--- config.mk ---
export PLATFORM = sky130hd
export DESIGN_NAME = bongo_poll_scheduler
export DESIGN_NICKNAME = d
export VERILOG_FILES = /design/src/rtl/bongo_pkg.sv /design/src/rtl/poll_tick_gen.sv /design/src/rtl/bongo_poll_scheduler.sv
export SDC_FILE = /design/constraint.sdc
export NUM_CORES = 1
export LEC_CHECK = 0
export BUFFER_PORTS_ARGS = -buffer_cell sky130_fd_sc_hd__buf_2
export CAP_MARGIN = 20
export CORE_ASPECT_RATIO = 0.8
export CORE_MARGIN = 5
export CORE_UTILIZATION = 35
export CTS_CLUSTER_DIAMETER = 100
export DETAILED_ROUTE_END_ITERATION = 16
export PLACE_DENSITY = 0.58
export SLEW_MARGIN = 20
export SYNTH_ARGS = -nofsm -noshare
export SYNTH_HDL_FRONTEND = slang
export SYNTH_SLANG_ARGS = --single-unit
--- constraint.sdc ---
create_clock -name clk -period 2.5 [get_ports clk]
set_clock_uncertainty 0.1 [all_clocks]
set_input_delay 0.375 -clock clk [delete_from_list [all_inputs] [get_ports clk]]
set_output_delay 0.375 -clock clk [all_outputs]
set_load 0.02 [all_outputs]
--- src/rtl/bongo_pkg.sv ---
// Shared types and helpers for the DK bongo poll scheduler.
package bongo_pkg;

    // Poll sequencer states.
    typedef enum logic [1:0] {
        IDLE   = 2'd0,
        ISSUE  = 2'd1,
        WAIT   = 2'd2,
        UPDATE = 2'd3
    } bongo_state_e;

    // Controller slot indices on the shared transceiver.
    localparam logic BONGO_P0 = 1'b0;
    localparam logic BONGO_P1 = 1'b1;

    // Drum bits to player controls: [1] = left (bits 3,1), [0] = right (bits 2,0).
    function automatic logic [1:0] bongo_map(input logic [3:0] b);
        return {b[3] | b[1], b[2] | b[0]};
    endfunction

endpackage

--- src/rtl/poll_tick_gen.sv ---
// Counter-based one-cycle strobe every PERIOD clocks; not a divided clock.
module poll_tick_gen #(
    parameter int PERIOD = 25_000
) (
    input  logic clk,
    input  logic rst_n,
    output logic tick
);

    localparam int CW = (PERIOD > 1) ? $clog2(PERIOD) : 1;
    localparam logic [CW-1:0] LAST = CW'(PERIOD - 1);

    logic [CW-1:0] cnt_q;

    // Free-running modulo-PERIOD counter.
    always_ff @(posedge clk or negedge rst_n) begin
        if (!rst_n) begin
            cnt_q <= '0;
        end else if (cnt_q == LAST) begin
            cnt_q <= '0;
        end else begin
            cnt_q <= cnt_q + CW'(1);
        end
    end

    assign tick = (cnt_q == LAST);

endmodule

--- src/rtl/bongo_poll_scheduler.sv ---
// Alternating poll sequencer for two DK bongo controllers on one transceiver.
// Issues one transaction per slot tick, times out silent controllers, tracks
// connection status and publishes registered drum controls per player.
module bongo_poll_scheduler
    import bongo_pkg::*;
#(
    parameter int CLK_HZ         = 50_000_000,
    parameter int POLL_HZ        = 1000,
    parameter int TIMEOUT_CYCLES = 50_000,
    parameter int MAX_MISSES     = 3
) (
    input  logic       clk,
    input  logic       rst_n,
    input  logic       enable,
    output logic       xcvr_start,
    output logic       xcvr_sel,
    input  logic       xcvr_busy,
    input  logic       xcvr_done,
    input  logic       xcvr_err,
    input  logic [3:0] xcvr_buttons,
    output logic [1:0] controls0,
    output logic [1:0] controls1,
    output logic [1:0] connected,
    output logic       overrun
);

    localparam int SLOT_PERIOD = CLK_HZ / (2 * POLL_HZ);
    localparam int TW = $clog2(TIMEOUT_CYCLES + 1);
    localparam int MW = $clog2(MAX_MISSES + 1);
    localparam logic [TW-1:0] TO_LIMIT   = TW'(TIMEOUT_CYCLES);
    localparam logic [MW-1:0] MISS_LIMIT = MW'(MAX_MISSES);

    bongo_state_e  state_q;
    logic          slot_q;
    logic          pending_q;
    logic          overrun_q;
    logic          start_q;
    logic          sel_q;
    logic [TW-1:0] to_q;
    logic          ok_q;
    logic [3:0]    btn_q;
    logic          tick;
    logic          issue_go;
    logic [1:0]    controls_w [2];

    poll_tick_gen #(
        .PERIOD (SLOT_PERIOD)
    ) u_tick (
        .clk   (clk),
        .rst_n (rst_n),
        .tick  (tick)
    );

    assign issue_go = (state_q == IDLE) && pending_q && enable && !xcvr_busy;

    // One-deep slot request; a tick landing on an unconsumed request is an overrun.
    always_ff @(posedge clk or negedge rst_n) begin
        if (!rst_n) begin
            pending_q <= 1'b0;
            overrun_q <= 1'b0;
        end else begin
            pending_q <= tick | (pending_q & ~issue_go);
            if (tick && pending_q && !issue_go) begin
                overrun_q <= 1'b1;
            end
        end
    end

    // Transaction sequencer with registered start/select and outcome capture.
    always_ff @(posedge clk or negedge rst_n) begin
        if (!rst_n) begin
            state_q <= IDLE;
            slot_q  <= BONGO_P0;
            start_q <= 1'b0;
            sel_q   <= BONGO_P0;
            to_q    <= '0;
            ok_q    <= 1'b0;
            btn_q   <= '0;
        end else begin
            start_q <= 1'b0;
            case (state_q)
                IDLE: begin
                    if (issue_go) begin
                        state_q <= ISSUE;
                        start_q <= 1'b1;
                        sel_q   <= slot_q;
                        to_q    <= '0;
                    end
                end
                ISSUE: begin
                    state_q <= WAIT;
                    to_q    <= to_q + TW'(1);
                end
                WAIT: begin
                    // A done arriving on the timeout cycle still counts as a response.
                    if (xcvr_done) begin
                        ok_q    <= !xcvr_err;
                        btn_q   <= xcvr_buttons;
                        state_q <= UPDATE;
                    end else if (to_q == TO_LIMIT) begin
                        ok_q    <= 1'b0;
                        state_q <= UPDATE;
                    end else begin
                        to_q <= to_q + TW'(1);
                    end
                end
                UPDATE: begin
                    slot_q  <= ~slot_q;
                    state_q <= IDLE;
                end
                default: state_q <= IDLE;
            endcase
        end
    end

    for (genvar gi = 0; gi < 2; gi++) begin : g_player
        logic          upd;
        logic [MW-1:0] miss_q;
        logic [MW-1:0] miss_inc;
        logic [1:0]    ctl_q;
        logic          conn_q;

        assign upd      = (state_q == UPDATE) && (slot_q == 1'(gi));
        assign miss_inc = (miss_q == MISS_LIMIT) ? MISS_LIMIT : miss_q + MW'(1);

        // Per-player status: success refreshes controls, misses count toward disconnect.
        always_ff @(posedge clk or negedge rst_n) begin
            if (!rst_n) begin
                miss_q <= '0;
                ctl_q  <= 2'b00;
                conn_q <= 1'b0;
            end else if (upd) begin
                if (ok_q) begin
                    ctl_q  <= bongo_map(btn_q);
                    conn_q <= 1'b1;
                    miss_q <= '0;
                end else begin
                    miss_q <= miss_inc;
                    if (miss_inc == MISS_LIMIT) begin
                        conn_q <= 1'b0;
                        ctl_q  <= 2'b00;
                    end
                end
            end
        end

        assign controls_w[gi] = ctl_q;
        assign connected[gi]  = conn_q;
    end

    assign xcvr_start = start_q;
    assign xcvr_sel   = sel_q;
    assign controls0  = controls_w[0];
    assign controls1  = controls_w[1];
    assign overrun    = overrun_q;

endmodule

==> After elaboration in Yosys (flattened, before gate mapping) <==
Cells that the tools add are included.
{ "op_classes": {"addsub": 4, "eq_ne": 13, "n_bitwise": 6, "muxes": 25, "n_reduce_logical": 22} }
{ "ops": {"columns": ["cell", "count"], "rows": [
  ["$mux 16", 3],
  ["$pmux 16 s3", 1],
  ["$mux 2", 11],
  ["$add 16x1->16 const B", 1],
  ["$eq 16x16->1 const B", 1],
  ["$add 15x1->15 const B", 1],
  ["$eq 15x15->1 const B", 1],
  ["$mux 15", 1],
  ["$eq 2x2->1 const B", 6],
  ["$reduce_and 2->1", 6],
  ["$mux 1", 8],
  ["$pmux 2 s4", 1],
  ["$logic_and 1x1->1", 7],
  ["$ne 2x2->1 const B", 3],
  ["$reduce_bool 2->1", 3],
  ["$add 2x1->2 const B", 2],
  ["$reduce_and 4->1", 1],
  ["$logic_not 1->1", 3],
  ["$ne 3x3->1 const B", 1],
  ["$or 1x1->1", 3],
  ["$reduce_bool 3->1", 1],
  ["$eq 2x1->1 const B", 1],
  ["$logic_not 2->1", 1],
  ["$not 1->1", 2],
  ["$and 1x1->1", 1]
]} }
{ "word_totals": {"in_bits": 10, "out_inout_bits": 9, "regBits": 53} }

==> Depth between registers and ports, before layout <==
{ "depth": {"word_depth": 7, "mapped_depth": 9, "ltp_nobuf": 7} }

==> By module <==
From an unflattened synthesis, not the netlist that was laid out.
{ "hier_totals": {"cells_unflattened": 272, "area_unflattened_um2": 2777.7} }
{ "modules_own_cells": {"columns": ["mod", "seq_area_each_um2", "area_each_um2", "cells_each", "n_inst"], "rows": [
  ["bongo_poll_scheduler", 950.9, 1993.2, 197, 1],
  ["poll_tick_gen", 375.4, 784.5, 75, 1]
]} }

==> Worst setup path before layout <==
No wires, ideal clock.
{ "synth_path": {"kind": "reg-to-reg", "from": "reg state_q[0]", "to": "reg to_q[15]", "synth_period_minus_slack_ns": 1.942, "path_stages_with_launch": 9, "arrival_ns": 1.773, "required_ns": 2.331, "setup_slack_ns": 0.558, "cell_sequence": "dfrtp_1 -> inv_1 -> ha_1 -> nand4b_1 -> o21ai_0 -> o211ai_1 -> buf_2 -> or4_1 -> nand3_1"} }
{ "synth_between": {"elab_chain_len": 6, "elab_cells_between_ends": 12} }
{ "synth_lines": {"columns": ["item", "line_no", "rtl"], "rows": [
  ["start: declaration", "bongo_poll_scheduler.sv:33", "bongo_state_e state_q;"],
  ["start signal: assignment", "bongo_poll_scheduler.sv:72", "state_q <= IDLE;"],
  ["start signal: assignment", "bongo_poll_scheduler.sv:84", "state_q <= ISSUE;"],
  ["start signal: assignment", "bongo_poll_scheduler.sv:91", "state_q <= WAIT;"],
  ["$logic_not 2->1", "bongo_poll_scheduler.sv:54, bongo_poll_scheduler.sv:81", null],
  ["$logic_and 1x1->1 (3 in a row)", "bongo_poll_scheduler.sv:54", "assign issue_go = (state_q == IDLE) && pending_q && enable && !xcvr_busy;"],
  ["$ne 2x2->1 (no source line)", null, null],
  ["$reduce_and 4->1 (no source line)", null, null],
  ["end signal: assignment", "bongo_poll_scheduler.sv:92", "to_q <= to_q + TW'(1);"],
  ["end signal: assignment", "bongo_poll_scheduler.sv:104", "to_q <= to_q + TW'(1);"],
  ["end: declaration", "bongo_poll_scheduler.sv:39", "logic [TW-1:0] to_q;"]
]} }
Several ways; a longest one is shown, not always the timed one.
A chain may end at the register's enable or synchronous reset.

==> Worst setup path in the final report <==
Same ends and word-level chain as after synthesis.

==> flow_metrics.tcl <==
set metrics [dict create \
    power.share.sequential_pct 58.5 \
    grt_first_pass_wirelength_mm 8.45 \
    max-slew-margin-rel_pct 58.9 \
    post-route-util_pct 41.1 \
    power.total_w 0.00146 \
    synth.yosys.seq_area_share_pct 51.8 \
    path_clk_slew_ns 0.10 \
    multiInputGateArea_mm2 0.00114 \
    synth_seq_cells 53 \
    crit_type "flip-flop to flip-flop" \
    switching_share_pct 20.4 \
    ys.flop_type "dfrtp_1" \
    htree_levels 2 \
    clock_path_buffers 2 \
    die-area_mm2 0.00914 \
    dpl_worst_slack_ns 0.417 \
    switching_power_w 0.000298 \
    die_w_um 106 \
    tritoncts "done" \
    cp-start-kind "flip-flop" \
    syn_area_mm2 0.00256 \
    setup_tns_ns 0 \
    ios 19 \
    io_buffers 18 \
    diodes 0 \
    cts_made_buffers 5 \
    rows 27 \
    synthArstFlopShare_pct 100 \
    synthDistinctLibCells 40 \
    final_cell_area_mm2 0.00287 \
    drt_iter0_markers 48 \
    required_ns 2.64 \
    regArea_mm2 0.00133 \
    clkPwrFrac_pct 39.6 \
    viasPerCell 5.08 \
    setup_viol 0 \
    nets 294 \
    finalCritPeriodShare_pct 84.2 \
    vias 1854 \
    drt_pass1_iterations 4 \
    internal_power_w 0.00117 \
    hold_viol_final 0 \
    synth_edf_count 0 \
    postCtsSetupBuffers 0 \
    setup_ws_ns 0.395 \
    drc_errors 0 \
    place.gp.congestion 0.810 \
    combPwrFrac_pct 1.9 \
    syn_inst 257 \
    synth_area_per_cell_um2 9.96 \
    antenna_found_initial 0 \
    end_kind "flip-flop" \
    leakagePower_nw 1.33 \
    arrival_ns 2.24 \
    nFillCells 683 \
    rsz0062_at_grt "false" \
    outcome "completed" \
    power_density_mw_per_mm2 510 \
    yosysWarnings 0 \
    syn_nets 274 \
    drive_gt1_share_pct 14.4 \
    grt_remaining_overflow 0 \
    synth_area_leaders "dfrtp_1 52%, o21ai_0 4.5%, nand2_1 4.4%" \
    avgRoutedWirePerCell_um 12.9 \
    cts_root_buffer "clkbuf_8" \
    synth_area_leader_cell "dfrtp_1" \
    core-area_mm2 0.00699 \
    dieHeight_um 86.5 \
    area_growth_syn_to_layout_pct 12.3 \
    detailedPlacementHpwl_mm 3.44 \
    finalMaxSlewViolations 0 \
    irDropWorstVdd_mv 0.318 \
    clock-sinks 53 \
    hp-class "input pin to flip-flop" \
    track_usage_pct 11.1 \
    netlist.area_leader.share_pct 51.8 \
    clock_latency_ns 0.29 \
    grt_max_degree 29 \
    grt_pass1_vias 1759 \
    place_area_mm2 0.00275 \
    finalCriticalPeriod_ns 2.10 \
    worst_slew_pin_slew_ns 0.617 \
    path_max_fanout 19 \
    finalWirelength_mm 4.70 \
    fmax_mhz 475 \
    drv_cap 0 \
    ant_nets 0 \
    initial_utilization_pct 36.6 \
]
## cell type report
type | instances | share of cell area (%)
sequential | 53 | 46.1
multi-input combinational | 183 | 39.7
inverter | 11 | 1.44
timing repair buffer | 23 | 4.96
clock inverter | 3 | 1.52
tap | 87 | 3.79
clock buffer | 5 | 2.39
## stage by stage
stage | hold WS [ns] | std cells
floorplan | -0.0206 | 257
global route | 0.159 | 365
global placement | 0.323 | 356
detailed placement | 0.332 | 356
finish | 0.164 | 365
CTS | 0.154 | 365
## cell usage in the layout, fill, tap and decap left out, types with 6 or more instances in the layout
| master | Yosys | layout |
|---|---|---|
| dfrtp_1 | 53 | 53 |
| nand2_1 | 30 | 30 |
| o21ai_0 | 23 | 23 |
| nor2_1 | 22 | 22 |
| nand3_1 | 18 | 18 |
| buf_2 | 4 | 18 |
| inv_1 | 11 | 11 |
| o31ai_1 | 9 | 9 |
| xor2_1 | 7 | 7 |
| ha_1 | 7 | 7 |
| xnor2_1 | 6 | 6 |
## power groups by stage
stage,logic [W],clock network [W],registers [W]
finish,0.0000284,0.000580,0.000857
global route,0.0000341,0.000637,0.000857
CTS,0.0000306,0.000607,0.000857
detailed placement,0.0000295,0,0.000873
global placement,0.0000290,0,0.000873
floorplan,0.000000617,0,0.000874
## state kept, by name, indices dropped and copies added (netlist names)
name	flops
overrun	1
btn_q	4
to_q	16
g_player.miss_q	4
controls1	2
g_player.conn_q	2
controls0	2
ok_q	1
xcvr_sel	1
xcvr_start	1
u_tick.cnt_q	15
pending_q	1
state_q	2
slot_q	1
## critical path: stages, from the launching register on
cell	delay [ns]
dfrtp_1	0.43
inv_1	0.09
ha_1	0.23
nor2_1	0.06
o21ai_0	0.21
o211ai_1	0.14
buf_4	0.22
or4_1	0.47
nand3_1	0.09
## routing by layer
| metal | vias to the layer above | part of all wire [%] | wire length [µm] | global-route usage (%) |
|---|---|---|---|---|
| met4 | 0 | 0.57 | 27 | 1.76 |
| met2 | 13 | 42 | 1990 | 16.2 |
| met3 | 2 | 2.9 | 134 | 2.68 |
| li1 | 954 | - | - | - |
| met1 | 885 | 54 | 2550 | 16.8 |
| met5 | - | 0 | 0 | 0 |
## cell usage after synthesis, types with 6 or more instances
cell type and instances:
o21ai_0 23, xnor2_1 6, nand2_1 30, inv_1 11
ha_1 7, xor2_1 7, nor2_1 22, dfrtp_1 53
nand3_1 18, o31ai_1 9
## kinds of logic after synthesis
logic type,share of synthesized area (%)
compound gates,13.1
xor+xnor,4.45
fa+ha+maj,3.42
buf+inv,3.57
flops,51.8
mux,2.20
simple gates,21.5
## path summary, 6_finish.rpt
kind | start | to | slack, ns | cells past startpoint
worst max-delay path | state_q[0]$_DFFE_PN0P_ | to_q[15]$_DFFE_PN0P_ | 0.40 | 8
worst min-delay path | xcvr_err | ok_q$_DFFE_PN0P_ | 0.16 | 2
worst max register to register | state_q[0]$_DFFE_PN0P_ | to_q[15]$_DFFE_PN0P_ | 0.40 | 8
worst min register to register | u_tick.cnt_q[0]$_DFF_PN0_ | u_tick.cnt_q[0]$_DFF_PN0_ | 0.35 | 1
max in group asynchronous | rst_n | to_q[7]$_DFFE_PN0P_ | 1.22 | 3
min in group asynchronous | rst_n | g_player[1].miss_q[0]$_DFFE_PN0P_ | 0.52 | 2
## timing repair
| item | 4_1_cts | 5_1_grt |
|---|---|---|
| hold buffers | 1 | 0 |
| resized for setup | 0 | 0 |
| setup endpoints to repair | 0 | 0 |
| endpoints found under the hold margin | 20 | 0 |
(Power assumes the default switching activity.)
